<file path="src/rtl/mux_scan_ctrl_if.sv">
// Scan sequencer bundle: scan control, mux select/sample
// and scan results.
interface mux_scan_ctrl_if;
    logic        start;
    logic        abort;
    logic        continuous;
    logic [15:0] ch_mask;
    logic        mux_in;
    logic [3:0]  mux_sel;
    logic        busy;
    logic        done;
    logic [15:0] snapshot;
    logic [7:0]  scan_count;

    modport master (
        output start, abort, continuous, ch_mask, mux_in,
        input  mux_sel, busy, done, snapshot, scan_count
    );

    modport slave (
        input  start, abort, continuous, ch_mask, mux_in,
        output mux_sel, busy, done, snapshot, scan_count
    );
endinterface

</file>
<file path="src/rtl/mux_scan_ctrl.sv">
// Steps a 16:1 mux select over the enabled channels, samples
// each after SETTLE cycles and publishes a 16-bit snapshot.
module mux_scan_ctrl #(
    parameter int unsigned SETTLE = 1
) (
    input logic           clk,
    input logic           rst_n,
    mux_scan_ctrl_if.slave bus
);
    localparam logic [0:0] IDLE = 1'b0;
    localparam logic [0:0] WAIT = 1'b1;
    localparam logic [3:0] SET  = 4'(SETTLE);

    generate
        if (SETTLE < 1 || SETTLE > 15) begin : g_bad_settle
            $error("mux_scan_ctrl: SETTLE must be 1..15");
        end
    endgenerate

    logic [0:0]  state;
    logic [3:0]  cnt;
    logic [3:0]  sel;
    logic [15:0] mask;
    logic [15:0] shadow;
    logic [15:0] snap;
    logic [7:0]  count;
    logic        done_q;

    logic [15:0] above;
    logic [15:0] new_shadow;
    logic [4:0]  nxt;
    logic [4:0]  lo;

    // {found, index} of the lowest set bit
    function automatic logic [4:0] first_set(input logic [15:0] v);
        first_set = 5'd0;
        for (int i = 15; i >= 0; i--) begin
            if (v[i]) first_set = {1'b1, 4'(i)};
        end
    endfunction

    always_comb begin
        above      = mask & ~((16'd2 << sel) - 16'd1);
        nxt        = first_set(above);
        lo         = first_set(bus.ch_mask);
        new_shadow = shadow;
        new_shadow[sel] = bus.mux_in;
    end

    always_ff @(posedge clk or negedge rst_n) begin
        if (!rst_n) begin
            state  <= IDLE;
            cnt    <= 4'd0;
            sel    <= 4'd0;
            mask   <= 16'd0;
            shadow <= 16'd0;
            snap   <= 16'd0;
            count  <= 8'd0;
            done_q <= 1'b0;
        end else begin
            done_q <= 1'b0;
            case (state)
                IDLE: begin
                    if (!bus.abort && bus.start && |bus.ch_mask) begin
                        mask   <= bus.ch_mask;
                        shadow <= 16'd0;
                        sel    <= lo[3:0];
                        cnt    <= SET;
                        state  <= WAIT;
                    end
                end
                WAIT: begin
                    if (bus.abort) begin
                        state <= IDLE;
                    end else if (cnt != 4'd1) begin
                        cnt <= cnt - 4'd1;
                    end else if (nxt[4]) begin
                        shadow <= new_shadow;
                        sel    <= nxt[3:0];
                        cnt    <= SET;
                    end else begin
                        snap   <= new_shadow;
                        done_q <= 1'b1;
                        count  <= count + 8'd1;
                        // back-to-back restart keeps busy high
                        if (bus.continuous && |bus.ch_mask) begin
                            mask   <= bus.ch_mask;
                            shadow <= 16'd0;
                            sel    <= lo[3:0];
                            cnt    <= SET;
                        end else begin
                            shadow <= new_shadow;
                            state  <= IDLE;
                        end
                    end
                end
                default: state <= IDLE;
            endcase
        end
    end

    assign bus.mux_sel    = sel;
    assign bus.busy       = (state == WAIT);
    assign bus.done       = done_q;
    assign bus.snapshot   = snap;
    assign bus.scan_count = count;
endmodule

</file>
<file path="src/flat_wrapper.sv">
// flat-port wrapper written by rule: the top's interface ports become plain ports
module mux_scan_ctrl_flat 
#(
    parameter int unsigned SETTLE = 1
)
  (clk, rst_n, bus_start, bus_abort, bus_continuous, bus_ch_mask, bus_mux_in, bus_mux_sel, bus_busy, bus_done, bus_snapshot, bus_scan_count);
  mux_scan_ctrl_if bus_i ();
  input logic clk;
  input logic rst_n;
  input wire logic [$bits(bus_i.start)-1:0] bus_start;
  input wire logic [$bits(bus_i.abort)-1:0] bus_abort;
  input wire logic [$bits(bus_i.continuous)-1:0] bus_continuous;
  input wire logic [$bits(bus_i.ch_mask)-1:0] bus_ch_mask;
  input wire logic [$bits(bus_i.mux_in)-1:0] bus_mux_in;
  output wire logic [$bits(bus_i.mux_sel)-1:0] bus_mux_sel;
  output wire logic [$bits(bus_i.busy)-1:0] bus_busy;
  output wire logic [$bits(bus_i.done)-1:0] bus_done;
  output wire logic [$bits(bus_i.snapshot)-1:0] bus_snapshot;
  output wire logic [$bits(bus_i.scan_count)-1:0] bus_scan_count;
  assign bus_i.start = bus_start;
  assign bus_i.abort = bus_abort;
  assign bus_i.continuous = bus_continuous;
  assign bus_i.ch_mask = bus_ch_mask;
  assign bus_i.mux_in = bus_mux_in;
  assign bus_mux_sel = bus_i.mux_sel;
  assign bus_busy = bus_i.busy;
  assign bus_done = bus_i.done;
  assign bus_snapshot = bus_i.snapshot;
  assign bus_scan_count = bus_i.scan_count;
  mux_scan_ctrl #(.SETTLE(SETTLE)) u_core (.clk(clk), .rst_n(rst_n), .bus(bus_i));
endmodule
</file>
<file path="config.mk">
export PLATFORM = sky130hd
export DESIGN_NAME = mux_scan_ctrl_flat
export DESIGN_NICKNAME = d
export VERILOG_FILES = /design/src/rtl/mux_scan_ctrl_if.sv /design/src/rtl/mux_scan_ctrl.sv /design/src/flat_wrapper.sv
export SDC_FILE = /design/constraint.sdc
export NUM_CORES = 1
export LEC_CHECK = 0
export CAP_MARGIN = 20
export CORE_UTILIZATION = 50
export DETAILED_ROUTE_END_ITERATION = 16
export GPL_ROUTABILITY_DRIVEN = 0
export HOLD_SLACK_MARGIN = 0.15
export MAX_ROUTING_LAYER = met4
export PLACE_DENSITY = 0.85
export REMOVE_ABC_BUFFERS = 1
export SYNTH_ARGS = -nofsm -noshare
export SYNTH_HDL_FRONTEND = slang
export SYNTH_SLANG_ARGS = --single-unit
</file>
<file path="constraint.sdc">
create_clock -name clk -period 3.5 [get_ports clk]
set_input_delay 0.525 -clock clk [delete_from_list [all_inputs] [get_ports clk]]
set_output_delay 0.525 -clock clk [all_outputs]
set_load 0.05 [all_outputs]
</file>
# Yosys cells after proc, flatten, opt, wreduce, memory -nomap -nowiden
# Index checks and enable logic that the tools add are counted.
[totals] ff_bits=66 latch_bits=0 ramBits=0 rom_bits=0 in_bits=22 output_inout_bits=30 word_cells=108 mem_count=0
[op_classes] addsub=3 n_mul=0 n_div=0 n_lt_le_gt_ge=2 n_eq_ne=8 n_shift=1 muxes=69 n_bitwise=6 n_reduce_logical=11
[ops] cell="16-bit 2-to-1 mux" count=10
[ops] cell="4-bit 2-to-1 mux" count=26
[ops] cell="5-bit 2-to-1 mux" count=16
[ops] cell="16-bit case mux with 2 select lines" count=2
[ops] cell="16-bit AND" count=1
[ops] cell="16-bit bitwise mux" count=1
[ops] cell="16-bit NOT" count=1
[ops] cell="4-bit case mux with 2 select lines" count=2
[ops] cell="16-bit OR reduction" count=1
[ops] cell="2-bit by 4-bit left shift with 16-bit output, first input constant" count=1
[ops] cell="16-bit by 1-bit subtractor with 16-bit output, second input constant" count=1
[ops] cell="1-bit 2-to-1 mux" count=10
[ops] cell="8-bit by 1-bit adder with 8-bit output, second input constant" count=1
[ops] cell="2-bit inequality test, second input constant" count=4
[ops] cell="4-bit AND reduction" count=2
[ops] cell="3-bit AND reduction" count=2
[ops] cell="4-bit by 5-bit < comparator with 1-bit output, second input constant" count=1
[ops] cell="5-bit AND reduction" count=1
[ops] cell="1-bit demux with 4-bit select" count=1
[ops] cell="4-bit by 1-bit greater-or-equal comparator with 1-bit output, second input constant" count=1
[ops] cell="1-bit logical AND" count=4
[ops] cell="4-bit by 1-bit inequality test with 1-bit output, second input constant" count=1
[ops] cell="4-bit inequality test, second input constant" count=1
[ops] cell="1-bit NOT" count=4
[ops] cell="5 further kinds" count=5

# Logic depth before layout (Yosys ltp)
[logic_depth] word_depth=24 ltp_mapped=17

# Least setup slack after synthesis
# No wires, ideal clock.
[synth_path] kind="flip-flop to flip-flop" from="register u_core.sel[1], in the netlist u_core.bus.mux_sel[1]" to="register u_core.mask[10]" setup_time_ps=125 t_arrival_ps=4053 setup_slack_ps=-678 path_stages_with_launch=18 n_path_buf=7 synth_period_minus_slack_ps=4178 path_cell_list="dfrtp_1 buf_2 clkbuf_1 buf_1 nor2_1 nand2_1 ha_1 buf_2 or3b_1 buf_2 a221oi_1 o221ai_2 nor3b_4 a41o_1 buf_6 nand2_4 buf_6 mux2_4"
[synth_between] elab_chain_cells=22
[synth_lines] item="start, declared" line="mux_scan_ctrl.sv:22" rtl="logic [3:0] sel;"
[synth_lines] item="start signal, assigned" line="mux_scan_ctrl.sv:67" rtl="sel <= lo[3:0];"
[synth_lines] item="start signal, assigned" line="mux_scan_ctrl.sv:79" rtl="sel <= nxt[3:0];"
[synth_lines] item="start signal, assigned" line="mux_scan_ctrl.sv:89" rtl="sel <= lo[3:0];"
[synth_lines] item="2-bit by 4-bit left shift with 16-bit output *" line="mux_scan_ctrl.sv:43" rtl="above = mask & ~((16'd2 << sel) - 16'd1);"
[synth_lines] item="16-bit by 1-bit subtractor with 16-bit output *" line="mux_scan_ctrl.sv:43"
[synth_lines] item="16-bit NOT *" line="mux_scan_ctrl.sv:43"
[synth_lines] item="16-bit AND *" line="mux_scan_ctrl.sv:43"
[synth_lines] item="5-bit 2-to-1 mux (15 in a row)" line="mux_scan_ctrl.sv:38" rtl="if (v[i]) first_set = {1'b1, 4'(i)};"
[synth_lines] item="5-bit 2-to-1 mux *" line="mux_scan_ctrl.sv:38"
[synth_lines] item="2-bit inequality test (no source line) *"
[synth_lines] item="5-bit AND reduction (no source line) *"
[synth_lines] item="end signal, assigned" line="mux_scan_ctrl.sv:65" rtl="mask <= bus.ch_mask;"
[synth_lines] item="end signal, assigned" line="mux_scan_ctrl.sv:87" rtl="mask <= bus.ch_mask;"
[synth_lines] item="end, declared" line="mux_scan_ctrl.sv:23" rtl="logic [15:0] mask;"
# Mark *: on every way between the ends. The rest lies on a longest branch, timed or not.
# A chain may end at the register's enable or synchronous reset.

# Final worst setup path
[layout_path] from="register u_core.sel[2], in the netlist u_core.bus.mux_sel[2]" to="register u_core.shadow[14]"
[layout_between] elab_chain_cells=24 word_cells_on_any_way=31 cone_classes="add/sub (1); order compare (2); shift (1); mux (24); bitwise (2); reduce/logical (1)"
[layout_lines] item="2-bit by 4-bit left shift with 16-bit output" line="mux_scan_ctrl.sv:43"
[layout_lines] item="16-bit by 1-bit subtractor with 16-bit output" line="mux_scan_ctrl.sv:43"
[layout_lines] item="16-bit NOT" line="mux_scan_ctrl.sv:43"
[layout_lines] item="16-bit AND" line="mux_scan_ctrl.sv:43"
[layout_lines] item="5-bit 2-to-1 mux (16 in a row)" line="mux_scan_ctrl.sv:38"
[layout_lines] item="16-bit 2-to-1 mux *" line="mux_scan_ctrl.sv:77" rtl="end else if (nxt[4]) begin"
[layout_lines] item="16-bit 2-to-1 mux *" line="mux_scan_ctrl.sv:75" rtl="end else if (cnt != 4'd1) begin"
[layout_lines] item="16-bit 2-to-1 mux *" line="mux_scan_ctrl.sv:73" rtl="if (bus.abort) begin"
[layout_lines] item="16-bit case mux with 2 select lines *" line="mux_scan_ctrl.sv:62" rtl="case (state)"
[layout_lines] item="end signal, assigned" line="mux_scan_ctrl.sv:78" rtl="shadow <= new_shadow;"
[layout_lines] item="end signal, assigned" line="mux_scan_ctrl.sv:92" rtl="shadow <= new_shadow;"
[layout_lines] item="end, declared" line="mux_scan_ctrl.sv:24" rtl="logic [15:0] shadow;"
# Mark *: on every way between the ends. The rest lies on a longest branch, timed or not. The select of a mux whose other input is x is not followed.

==> impl_metrics.yaml <==
status:
  status: "finished, final reports clean"
critical_path:
  cp.required_ns: 3.74
  worstReg2RegStart: "u_core.bus.mux_sel[2]"
  crit_path_end_kind: "register"
  worstSetupStartpoint: "u_core.bus.mux_sel[2]"
  r2r_slack_ns: 0.14
  cp-start-kind: "register"
  worstSetupPathType: "register to register"
  cp_max_fo: 17
  arrival_ns: 3.60
drt:
  drc: 0
  wl_per_cell_um: 16.1
  vias: 3375
  drtPass1Iterations: 5
  drt_iter0_drc: 208
  viasPerCell: 5.96
  drt_wl_total_um: 9090
  ant_nets: 0
floorplan:
  io_pins: 52
  die_h_um: 89.3
  core_um2: 7330
  num_rows: 31
  fp.dieW_um: 89.3
  dieArea_um2: 7980
  initial_utilization_pct: 52.0
yosys:
  synth_edf_count: 0
  yosys.area.top_type: "dfrtp_1"
  yosys-top-cells-count: "65 x dfrtp_1, 49 x nand2_1, 38 x o21ai_0, 26 x nor2_1, 19 x mux2i_1"
  synth_ff_type: "dfrtp_1"
  synthesis.area_um2: 3810
  synthArstFlopShare_pct: 100
  synth_seq_cells: 65
  synth_warnings: 0
  yosysUniqueCellTypes: 58
  netlist_instances: 406
  yosysMostFrequentCell: "dfrtp_1"
  netlist.area_leader.share_pct: 42.7
  synth_area_leaders: "dfrtp_1 43%, mux2i_1 5.0%, o21ai_0 5.0%"
  synth.avg_cell_area_um2: 9.39
  yosysSeqAreaShare_pct: 42.7
cts:
  cts_tree: "built"
  numCtsBuffers: 9
  cts-root-buf: "clkbuf_8"
  clkLatencyLatePin_ns: 0.34
  cts.sinks: 65
  cts_max_path_buffers: 2
  cts.clk_slew.worst_paths_ns: 0.08
  h-tree-depth: 3
global_routing:
  grt-ovfl-total: 0
  grt_antenna_before_repair: 0
  grt_max_degree: 42
  grt_pass1_vias: 3240
  grt_first_pass_wirelength_um: 14800
  track_usage_pct: 25.2
place:
  io_buffers: 51
  dp.cells: 548
  dp_hpwl_um: 6380
sta:
  fmax_ghz: 0.297
  relSlewSlack_pct: 39.6
  worst_slew_pin_slew_ns: 0.903
  slew_viol_final: 0
  min_period_ns: 3.36
  period_share_pct: 96.0
  hold_violations: 0
  setup_viol: 0
  fin_skew_ns: 0.00654
  fin_hold_ws_ns: 0.290
layout:
  areaGrowthSynthToFinish_pct: 23.6
  drive_gt1_share_pct: 15.0
  finish.net_count: 488
  final_cell_count_no_fill: 566
  num_antenna_cells: 0
pwr:
  p_leak_nw: 2.04
  p_total_mw: 3.61
  peakVddDrop_v: 0.000437
  p_per_area_nw_per_um2: 767
job:
  max_cap_viol_count: 0
min_path:
  hold_class: "input port to async pin"
[worst paths after layout]
kind / end / cells past startpoint
max in group asynchronous: u_core.mask[14] / 2
min reg2reg: u_core.bus.snapshot[2] / 2
max reg2reg: u_core.shadow[14] / 11
max: u_core.shadow[14] / 11
min in group clk: u_core.bus.snapshot[2] / 2
min: u_core.bus.scan_count[0] / 1
[registers in the layout, summed over array words and instances, names as in the netlist]
name / flops
u_core.bus.done: 1
u_core.mask: 15
u_core.bus.busy: 1
u_core.shadow: 16
u_core.bus.mux_sel: 4
u_core.bus.snapshot: 16
u_core.cnt: 4
u_core.bus.scan_count: 8
[worst max-delay path, cell delays in order (launching register included)]
cell	delay [ns]
dfrtp_1	0.38
nor2_1	0.22
nand2_1	0.22
ha_4	0.26
or4bb_1	0.48
a21oi_1	0.22
o211ai_1	0.27
nor3b_4	0.25
a41o_1	0.29
buf_4	0.24
o21ai_0	0.13
a22o_1	0.29
[through the flow]
stage | area [um2] | setup TNS [ns] | setup WS [ns] | utilization, %
floorplan | 3690 | -49.26 | -1.29 | -
global placement | 4450 | 0 | 0.160 | 60.7
detailed placement | 4450 | -0.0120 | -0.0120 | 60.7
CTS | 4660 | 0 | 0.0382 | 63.5
global route | 4710 | -0.140 | -0.0387 | 64.3
finish | 4710 | 0 | 0.138 | 64.3
[final cells by class]
cell class | instances | area, um2
Tap cell | 99 | 124
Timing Repair Buffer | 70 | 648
Inverter | 18 | 67.6
Fill cell | 563 | 2620
Sequential cell | 65 | 1630
Clock buffer | 10 | 138
Clock inverter | 6 | 66.3
Multi-Input combinational cell | 298 | 2040
[where the power goes]
part	switching, mW	internal (mW)	leakage, nW
clock network	0.302	0.349	0.0949
registers	0.180	0.930	0.847
logic	1.07	0.783	1.10
[metal layers]
| metal | part of all wire (%) | routed length [um] | track usage [%] |
|---|---|---|---|
| met1 | 44 | 3960 | 31.3 |
| met2 | 48 | 4320 | 39.2 |
| met5 | 0 | 0 | - |
| met4 | 2.3 | 207 | 13.3 |
| met3 | 6.6 | 599 | 4.71 |
[cells in the final DEF (no fill, tap or decap), types with 8 or more instances in the layout]
cell type	n
dfrtp_1	65
nand2_1	49
a22o_1	15
o21ai_0	38
nor2_1	26
a21oi_1	17
nand4_1	8
nor3_1	9
buf_4	19
mux2i_1	19
clkdlybuf4s50_1	50
inv_1	18
clkbuf_8	10
mux2_4	10
[kinds of logic (layout without fill, tap and decap cells)]
| kind of cell | Yosys count | after routing | share of synthesized area, % |
|---|---|---|---|
| buffers and inverters | 43 | 104 | 4.89 |
| AO/OA/AOI/OAI | 115 | 115 | 20.3 |
| adder cells (fa/ha/maj) | 4 | 4 | 1.31 |
| AND/OR/NAND/NOR | 135 | 135 | 18.0 |
| multiplexers | 36 | 36 | 11.0 |
| flip-flops | 65 | 65 | 42.7 |
| XOR/XNOR | 8 | 8 | 1.84 |
[repair_timing]
| item | 4_1_cts | 5_1_grt |
|---|---|---|
| gates resized for setup | 1 | 6 |
| setup endpoints to repair | 1 | 47 |
| hold buffers | 0 | 0 |
| pin swaps | 0 | 2 |
| setup buffers | 0 | 2 |
Note: power is estimated with default switching activity, not from simulation.
